**config.mk**
```make
export PLATFORM = sky130hd
export DESIGN_NAME = demultiplexor_bcd
export DESIGN_NICKNAME = d
export VERILOG_FILES = /design/src/rtl/demultiplexor_bcd_pkg.sv /design/src/rtl/demultiplexor_bcd_decodificador_pantalla.sv /design/src/rtl/demultiplexor_bcd.sv
export SDC_FILE = /design/constraint.sdc
export NUM_CORES = 1
export LEC_CHECK = 0
export BUFFER_PORTS_ARGS = -buffer_cell sky130_fd_sc_hd__buf_4
export CAP_MARGIN = 25
export CORE_MARGIN = 4
export CORE_UTILIZATION = 47
export CTS_CLUSTER_SIZE = 40
export DETAILED_ROUTE_END_ITERATION = 7
export GPL_ROUTABILITY_DRIVEN = 0
export HOLD_SLACK_MARGIN = 0.03
export PLACE_DENSITY = 0.66
export SLEW_MARGIN = 40
export SYNTH_ARGS = -nofsm -noshare
export SYNTH_HDL_FRONTEND = slang
export SYNTH_SLANG_ARGS = --single-unit
```
**constraint.sdc**
```tcl
create_clock -name reloj -period 4.3 [get_ports reloj]
set_input_delay 0.43 -clock reloj [delete_from_list [all_inputs] [get_ports reloj]]
set_output_delay 0.43 -clock reloj [all_outputs]
set_load 0.02 [all_outputs]
```
**src/rtl/demultiplexor_bcd_pkg.sv**
```systemverilog
// rtl/demultiplexor_bcd_pkg.sv - shared widths, state encoding and digit helper for the BCD frame demultiplexor
package demultiplexor_bcd_pkg;

  localparam int BUS_DAT            = 12;
  localparam int TAM_REG_BCD_DEF    = BUS_DAT + 4;
  localparam int CANT_PANTALLAS_DEF = TAM_REG_BCD_DEF / 4;

  typedef enum logic {
    ESPERA  = 1'b0,
    CAPTURA = 1'b1
  } estado_t;

  function automatic logic es_cifra_bcd(input logic [3:0] cifra);
    return cifra <= 4'd9;
  endfunction

endpackage

```
**src/rtl/demultiplexor_bcd_decodificador_pantalla.sv**
```systemverilog
// rtl/demultiplexor_bcd_decodificador_pantalla.sv - classifies the active-low digit select as blank, single slot or invalid
module decodificador_pantalla
  import demultiplexor_bcd_pkg::*;
#(
  parameter  int CANT_PANTALLAS = CANT_PANTALLAS_DEF,
  localparam int ANCHO_INDICE   = $clog2(CANT_PANTALLAS)
) (
  input  logic [CANT_PANTALLAS-1:0] pantalla,
  output logic [ANCHO_INDICE-1:0]   indice,
  output logic                      es_unico,
  output logic                      es_blanco
);

  int unsigned ceros;

  // Walking downward leaves indice at the lowest low bit; it only matters when es_unico.
  always_comb begin
    ceros  = 0;
    indice = '0;
    for (int k = CANT_PANTALLAS - 1; k >= 0; k--) begin
      if (!pantalla[k]) begin
        ceros  = ceros + 1;
        indice = k[ANCHO_INDICE-1:0];
      end
    end
    es_unico  = (ceros == 1);
    es_blanco = (ceros == 0);
  end

endmodule

```
**src/rtl/demultiplexor_bcd.sv**
```systemverilog
// rtl/demultiplexor_bcd.sv - rebuilds a BCD register from a scanned display bus; DEMUX_CHEQUEO_BCD_EN rejects digits above 9
module demultiplexor_bcd
  import demultiplexor_bcd_pkg::*;
#(
  parameter int TAM_REG_BCD    = TAM_REG_BCD_DEF,
  parameter int CANT_PANTALLAS = CANT_PANTALLAS_DEF
) (
  input  logic                      reloj,
  input  logic                      reset,
  input  logic                      muestra,
  input  logic [3:0]                cifraBCD,
  input  logic [CANT_PANTALLAS-1:0] pantalla,
  output logic [TAM_REG_BCD-1:0]    reg_cifrasBCD,
  output logic                      cuadro_valido,
  output logic                      error_secuencia
);

  localparam int ANCHO_INDICE = $clog2(CANT_PANTALLAS);
  localparam logic [ANCHO_INDICE-1:0] ULTIMA = ANCHO_INDICE'(CANT_PANTALLAS - 1);
  localparam logic [ANCHO_INDICE-1:0] UNO    = ANCHO_INDICE'(1);

  estado_t                  estado;
  logic [ANCHO_INDICE-1:0]  esperado;
  logic [ANCHO_INDICE-1:0]  indice;
  logic [TAM_REG_BCD-1:0]   sombra;
  logic [TAM_REG_BCD-1:0]   sombra_nueva;
  logic                     es_unico;
  logic                     es_blanco;
  logic                     cifra_ok;
  logic                     es_esperado;
  logic                     es_repetido;

  decodificador_pantalla #(
    .CANT_PANTALLAS (CANT_PANTALLAS)
  ) u_decodificador (
    .pantalla  (pantalla),
    .indice    (indice),
    .es_unico  (es_unico),
    .es_blanco (es_blanco)
  );

  always_comb begin
`ifdef DEMUX_CHEQUEO_BCD_EN
    cifra_ok = es_cifra_bcd(cifraBCD);
`else
    cifra_ok = 1'b1;
`endif
    sombra_nueva = sombra;
    sombra_nueva[{esperado, 2'b00} +: 4] = cifraBCD;
    es_esperado = es_unico && (indice == esperado) && cifra_ok;
    // A slow scan may present the slot just taken for a second sample.
    es_repetido = es_unico && (indice == esperado - UNO);
  end

  always_ff @(posedge reloj) begin
    cuadro_valido   <= 1'b0;
    error_secuencia <= 1'b0;
    if (reset) begin
      estado        <= ESPERA;
      esperado      <= '0;
      sombra        <= '0;
      reg_cifrasBCD <= '0;
    end else if (muestra) begin
      case (estado)
        ESPERA: begin
          // esperado is always zero here, so sombra_nueva targets nibble 0.
          if (es_esperado) begin
            sombra   <= sombra_nueva;
            esperado <= UNO;
            estado   <= CAPTURA;
          end
        end
        CAPTURA: begin
          if (es_esperado) begin
            sombra <= sombra_nueva;
            if (esperado == ULTIMA) begin
              reg_cifrasBCD <= sombra_nueva;
              cuadro_valido <= 1'b1;
              esperado      <= '0;
              estado        <= ESPERA;
            end else begin
              esperado <= esperado + UNO;
            end
          end else if (!(es_blanco || es_repetido)) begin
            error_secuencia <= 1'b1;
            sombra          <= '0;
            esperado        <= '0;
            estado          <= ESPERA;
          end
        end
        default: begin
          esperado <= '0;
          estado   <= ESPERA;
        end
      endcase
    end
  end

endmodule

```
==> results by group, run 1 <==
Worst setup path
  – RR Startpoint: esperado[0]$_SDFFE_PP0P_
  – Crit end category: flop
  – Worst reg2reg path depth: 8
  – WP data arrival: 3320 ps
  – Worst Path Max Fanout: 12
  – Worst setup path startpoint: esperado[0]$_SDFFE_PP0P_
  – Setup Crit Path Kind: flop to flop
  – Worst path required time: approximately 4500 ps
  – Startpoint types: flop

Timing
  – Minimum hold slack: 440.8 ps
  – Sum Neg Setup Slack: 0 ps
  – Final worst slack: 1197 ps
  – RSZ-0062 raised after global routing: no
  – Setup violations, final: 0
  – Fin crit period: 3103 ps
  – Worst Tran Pin Value: 663.2 ps
  – Final worst path period share: 72.16%
  – Final Hold Viols: 0
  – Relative slew slack: 55.64%
  – Max Slew Vio Count: 0
  – Fmax: 322.3 MHz
  – Final Skew: 10.40 ps

Floorplan
  – Full die area: 6204 sq um
  – Std cell rows: 25
  – Die width: 78.77 microns
  – Initial Utilization: 49.18%
  – I/O pin cnt: 29
  – Die Span Y: 78.77 microns
  – Core area: 4786 sq um

Yosys
  – Post-synthesis sequential area ratio: 31.47%
  – Post-synthesis net count: around 310
  – Count leader, synth: dfxtp_1
  – Syn_area_per_cell: between 8 and 9 sq um
  – Largest family of logic cells by synthesized area: simple AND/OR/NAND/NOR gates
  – Post-synthesis mux area share: a little under a tenth
  – Largest cells by area after synthesis: dfxtp_1, nor2b_1, mux2_4
  – Post-synth EDFFs: 0
  – Syn. warnings: 0
  – #FFs+latches synth: 37
  – Compound-gate portion of the synthesized area: 18.13%
  – Leading area contributor after synthesis: dfxtp_1
  – Simple-gate share of the synthesized area: 29.24%
  – Share of synthesized registers carrying an async set or reset: 0%
  – Synthesized area: roughly 2400 sq um
  – Synth Area in Adders: 5.316%
  – Post-Synthesis Cells: 285
  – Distinct cells, synth: 42
  – Xor/xnor share of the synthesized area: between 1 and 1.5%
  – Post-synth top flop: dfxtp_1
  – Commonest cells in the netlist: dfxtp_1, nor2b_1, nand2_1
  – Yosys top cell area share: between 30% and 40%

Routing
  – Met3 routed WL: 276 microns
  – DRC viols: 0
  – Initial DRC count: about 120
  – Routed vias: 2,049
  – DRT antenna net count: 0
  – Met2 WL post-DR: ~2.4 mm
  – Routed wire length: 5.330 mm
  – Drt pass-1 iters: 4
  – Max Used Layer: met4
  – WL met1: approximately 2.6 mm
  – Drt wl/cell: roughly 14 microns
  – Vias per std cell: roughly 5.5

Global routing
  – Largest net degree at the start of global routing: 38
  – Gr usage total: 18.71%
  – Grt ovf: 0
  – Global-route wire length before repair: 9.370 mm
  – Vias in the first global route: ~2,000
  – Initial antenna violation count: 0

CTS
  – CTS Sinks: 37
  – Setup Fix Bufs, Post-CTS: 0
  – Root Driver: clkbuf_8
  – CTS Buf Count: 5
  – Clk_lat worst skew: 290 ps
  – TritonCTS clock tree: yes
  – CTS Hold Buffers Added: 0
  – Clk buf depth: 2
  – Clk slew on worst S/H paths: 80 ps
  – Resized Gates After CTS: 0
  – CTS H-Tree Depth: 2

Layout
  – Fillers: 485
  – Ratio of cells with drive above 1 in the final layout: 20.66%
  – Antenna Cells: 0
  – Final std cell area, no fill: 2666 sq um
  – Area Growth Syn to Fin: 13.29%
  – Final Util: 55.71%
  – Final nets: 325

Status
  – Outcome: complete, no violations

Flow run
  – Max-cap viol count: 0

Power
  – Power Dens Cells: between 200 and 300 nW/um^2
  – Total leakage power: 1.129 nW
  – Max VDD drop: 0.0001946 V

Min path
  – Hold path start: muestra
  – Hold Path Stages: 3
  – Worst min path class: input pin to flop

Place
  – Count of input and output buffers: 28
  – Place WS: 952.6 ps
  – HPWL Detailed: about 3.7 mm
  – Placed inst area: between 2000 and 3000 sq um
## logic make-up (layout without fill, tap and decap cells)
| group | after synthesis | after routing |
|---|---|---|
| and+or+nand+nor | 120 | 120 |
| AOI/OAI and AO/OA | 70 | 70 |
| DFF | 37 | 37 |
| buffers and inverters | 28 | 48 |
| muxes | 16 | 16 |
| adders and majority gates | 10 | 10 |
| xor gates and xnor gates | 4 | 4 |
## per-layer routing
layer | vias up | global-route usage, %
met5 | - | 0
met3 | 8 | 3.628
met4 | 0 | 4.371
met1 | 939 | 25.91
met2 | 60 | 29.97
li1 | 1042 | -
## area by class of cell
class | count | area, sq um | area share (%)
clock buffers | 5 | 68.82 | 2.581
clock inverters | 3 | 17.52 | 0.6570
inverters | 9 | 33.78 | 1.267
multi-input cells | 220 | 1489 | 55.84
flip-flops and latches | 37 | 740.7 | 27.78
well taps | 67 | 83.83 | 3.144
repair buffers | 31 | 232.7 | 8.728
## through the flow
stage               instances  total power [W]
finish                    372        0.0007131
global route              372        0.0007548
CTS                       372        0.0007207
detailed placement        364        0.0004829
global placement          364        0.0004818
floorplan                 285        0.0004489
## where the power goes
part           internal, W  leakage (nW)  switching, W  total (W)
registers         0.000346         0.298    0.00000437   0.000350
logic            0.0000436         0.787     0.0000813   0.000125
clock network     0.000112        0.0439      0.000126   0.000238
total             0.000501          1.13      0.000212   0.000713
## registers in the layout, summed over array words and instances, names as in the netlist
name             flops
cuadro_valido        1
error_secuencia      1
esperado             2
estado               1
reg_cifrasBCD       16
sombra              16
## cells in the final DEF (no fill, tap or decap), types with 2 or more instances in the layout
master    count
xor2_1        2
nor2b_1      28
ha_1         10
nand3b_1      2
nand3_1      14
a22oi_1       2
a31oi_1      17
inv_2         2
buf_4        31
and2_1        2
a21oi_1      20
and3_1       17
clkbuf_8      5
clkinv_2      2
mux2_2        7
dfxtp_1      37
mux2_4        9
o21ai_0      20
and4b_1       2
nor2_1       12
a32oi_1       2
xnor2_1       2
inv_1         7
nand2_1      22
nand2b_1     14
## critical path, stage by stage, from the launching register on
cell and delay [ps]:
dfxtp_1 580, inv_2 120, ha_1 420, nor2b_1 380, a32oi_1 190, a311oi_1 550
o2bb2ai_1 350, buf_4 270, o21ai_0 170
## path summary, 6_finish.rpt
kind,end,slack [ps]
setup / recovery,sombra[3]$_SDFFE_PP0P_,1200
hold / removal,estado$_SDFFE_PP0P_,440
setup reg to reg,sombra[3]$_SDFFE_PP0P_,1200
hold reg to reg,sombra[9]$_SDFFE_PP0P_,470
(Power assumes the default switching activity.)
==> run 2, diff against run 1 <==
Settings changed: ABC_AREA set to 1.
Clock period 4.3 ns to 3 ns, I/O delays scaled along.
==> run 2 against run 1 <==
Via count rose by 11%. Sequential power up 53%. Sequential cell count unchanged. Clock skew down 8.5 ps. Combinational power rose to 2.7 times the previous value. Total power increased by 67%. Highest routed layer unchanged. Count of clock-buffer cells in the layout unchanged. Non-clock buffer count decreased by 1. Sequential share of layout area down 0.67 points. Synthesized cell count up 41%.
==> results by group, run 2 <==
Status
  – Outcome: complete, no violations

CTS
  – CTS Sinks: 37
  – CTS Hold Buffers Added: 0
  – Setup Fix Bufs, Post-CTS: 0
  – Clk slew on worst S/H paths: 70 ps
  – Resized Gates After CTS: 0
  – Root Driver: clkbuf_8
  – Clk_lat worst skew: 290 ps
  – Clk buf depth: 2
  – CTS H-Tree Depth: 2
  – TritonCTS clock tree: yes
  – CTS Buf Count: 5

Timing
  – Relative slew slack: 62.47%
  – Fmax: 412.1 MHz
  – Final worst path period share: about four fifths
  – Max Slew Vio Count: 0
  – RSZ-0062 raised after global routing: no
  – Fin crit period: 2426 ps
  – Setup violations, final: 0
  – Final Hold Viols: 0
  – Final Skew: 1.916 ps
  – Worst Tran Pin Value: 559.5 ps
  – Sum Neg Setup Slack: 0 ps
  – Minimum hold slack: roughly 250 ps

Layout
  – Most common cell after layout, fill and taps aside: nand2_1
  – Antenna Cells: 0
  – Most frequent cells in the layout: nand2_1, inv_1, nor2_1, dfxtp_1, buf_4
  – Final Non-Filler Cells: 488
  – Final nets: 443
  – Fillers: 530
  – Area Growth Syn to Fin: 11.89%
  – Top flop regs: reg_cifrasBCD: 16 flops, sombra: 16 flops, esperado: 2 flops
  – Ratio of cells with drive above 1 in the final layout: 12.11%

Yosys
  – Post-Synthesis Cells: 402
  – Count leader, synth: nand2_1
  – Post-synth EDFFs: 0
  – Leading area contributor after synthesis: dfxtp_1
  – Commonest cells in the netlist: nand2_1, inv_1, nor2_1
  – Largest cells by area after synthesis: dfxtp_1, nand2_1, inv_1
  – Share of synthesized registers carrying an async set or reset: 0%
  – Post-synth top flop: dfxtp_1
  – Post-synthesis net count: approximately 420
  – Post-synthesis sequential area ratio: a little under a third
  – Syn_area_per_cell: 6.075 sq um
  – Yosys top cell area share: a little under a third
  – #FFs+latches synth: 37
  – Syn. warnings: 0
  – Distinct cells, synth: 27
  – Synthesized area: about 2400 sq um

Worst setup path
  – Worst Path Max Fanout: 21
  – Worst reg2reg path depth: 15
  – Worst setup path startpoint: esperado[0]$_SDFFE_PP0P_
  – Worst path required time: 3190 ps
  – WP data arrival: approximately 2600 ps
  – Startpoint types: flop
  – Crit end category: flop
  – RR Startpoint: esperado[0]$_SDFFE_PP0P_
  – FF-to-FF setup slack: 570 ps
  – Worst r2r dst: sombra[1]$_SDFFE_PP0P_
  – Setup Crit Path Kind: flop to flop
  – Crit path capture: sombra[1]$_SDFFE_PP0P_

Power
  – Switching Share: 33.97%
  – NetSw: 0.0004057 W
  – Max VDD drop: between 0.0002 and 0.00025 V
  – Total leakage power: 1.512 nW
  – Part of the power in registers: ~45%
  – Power Dens Cells: about 440 nW/um^2
  – Int Pwr: 0.0007886 W
  – Overall Power: 0.001194 W
  – Clock power frac: 27.2%
  – Logic pwr share: between 20% and 30%

Place
  – HPWL Detailed: 3.786 mm
  – Count of input and output buffers: 28
  – Placed Cells: approximately 480

Floorplan
  – Core area: 4880 sq um
  – Die width: about 80 microns
  – I/O pin cnt: 29
  – Std cell rows: 25
  – Die Span Y: around 80 microns
  – Initial Utilization: approximately 50%
  – Full die area: 6414 sq um

Routing
  – DRC viols: 0
  – DRT antenna net count: 0
  – Initial DRC count: 130
  – Routed wire length: 5.211 mm
  – Drt wl/cell: approximately 11 microns
  – Drt pass-1 iters: 4
  – Routed vias: 2,270
  – Vias per std cell: 4.652

Global routing
  – Largest net degree at the start of global routing: 30
  – Initial antenna violation count: 0
  – Grt ovf: 0
  – Global-route wire length before repair: between 9 and 10 mm
  – Vias in the first global route: 2,050
  – Gr usage total: 17.70%

Flow run
  – Max-cap viol count: 0

Min path
  – Worst min path class: input pin to flop
==> run 2: cell count changes in the layout (fill, tap and decap cells not counted), sizes merged, moves of 14 or more <==
cell	before	now
a21oi	20	2
and3	17	0
inv	9	92
mux2	16	0
nand2	22	121
nand2b	14	0
nand4	2	20
nor2	12	60
nor2b	28	0
o21ai	20	3
==> run 2: layout make-up <==
cell class | count | area [sq um] | area share (%)
Inverter | 93 | 351.6 | 12.87
Multi-Input combinational cell | 255 | 1257 | 46.02
Clock inverter | 1 | 5.005 | 0.1832
Timing Repair Buffer | 30 | 225.2 | 8.242
Clock buffer | 5 | 68.82 | 2.518
Sequential cell | 37 | 740.7 | 27.11
Tap cell | 67 | 83.83 | 3.068
==> run 2: worst max-delay path, cell delays in order (launching register included) <==
cell and delay, ps:
dfxtp_1 480, inv_2 170, ha_1 410, inv_1 130
nand2_1 60, nand2_1 60, inv_1 40, nand2_1 40
nand2_1 50, nand2_1 110, nand2_2 210, nand2_1 120
buf_4 250, nand2_1 90, nand2_1 60, nor2_1 40
==> run 2: worst min path at each step <==
stage                                        from                       to  slack [ps]  depth (start not counted)
after floorplan           sombra[11]$_SDFFE_PP0P_  sombra[11]$_SDFFE_PP0P_         460                          2
after global placement     sombra[8]$_SDFFE_PP0P_   sombra[8]$_SDFFE_PP0P_         470                          2
after detailed placement   sombra[8]$_SDFFE_PP0P_   sombra[8]$_SDFFE_PP0P_         490                          2
after CTS                                   reset  sombra[10]$_SDFFE_PP0P_         240                          2
after global routing                        reset  sombra[14]$_SDFFE_PP0P_         250                          2
final                                       reset   sombra[2]$_SDFFE_PP0P_         250                          2
==> run 2: metrics by stage <==
stage                     setup WS, ps  instance area, sq um  utilization [%]
after floorplan                  861.0                  2442                -
after global placement           487.2                  2659            54.49
after detailed placement         413.6                  2659            54.49
after CTS                        596.7                  2733            56.00
after global routing             334.1                  2733            56.00
final                            573.6                  2733            56.00
==> run 2: kinds of logic (layout without fill, tap and decap cells) <==
kind of cell             count (synthesis)  in the layout  share of synthesized area [%]
AND/OR/NAND/NOR                        224            224                          40.88
buffers and inverters                  110            129                          18.19
flip-flops                              37             37                          30.33
AO/OA/AOI/OAI                           21             21                          5.481
adder cells (fa/ha/maj)                 10             10                          5.123
==> run 2: layer usage <==
metal | part of all wire [%] | GRT usage [%]
met2 | 45 | 29.64
met4 | 1.5 | 5.912
met3 | 5.0 | 3.027
met1 | 49 | 22.92
met5 | 0 | 0
==> run 2: power groups by stage <==
| stage | sequential (W) | clock [W] | combinational, W |
|---|---|---|---|
| 6_report | 0.000537 | 0.000325 | 0.000333 |
| 5_1_grt | 0.000539 | 0.000360 | 0.000384 |
| 4_1_cts | 0.000537 | 0.000335 | 0.000333 |
| 3_5_place_dp | 0.000548 | 0 | 0.000331 |
| 3_3_place_gp | 0.000548 | 0 | 0.000326 |
| 2_1_floorplan | 0.000543 | 0 | 0.000268 |
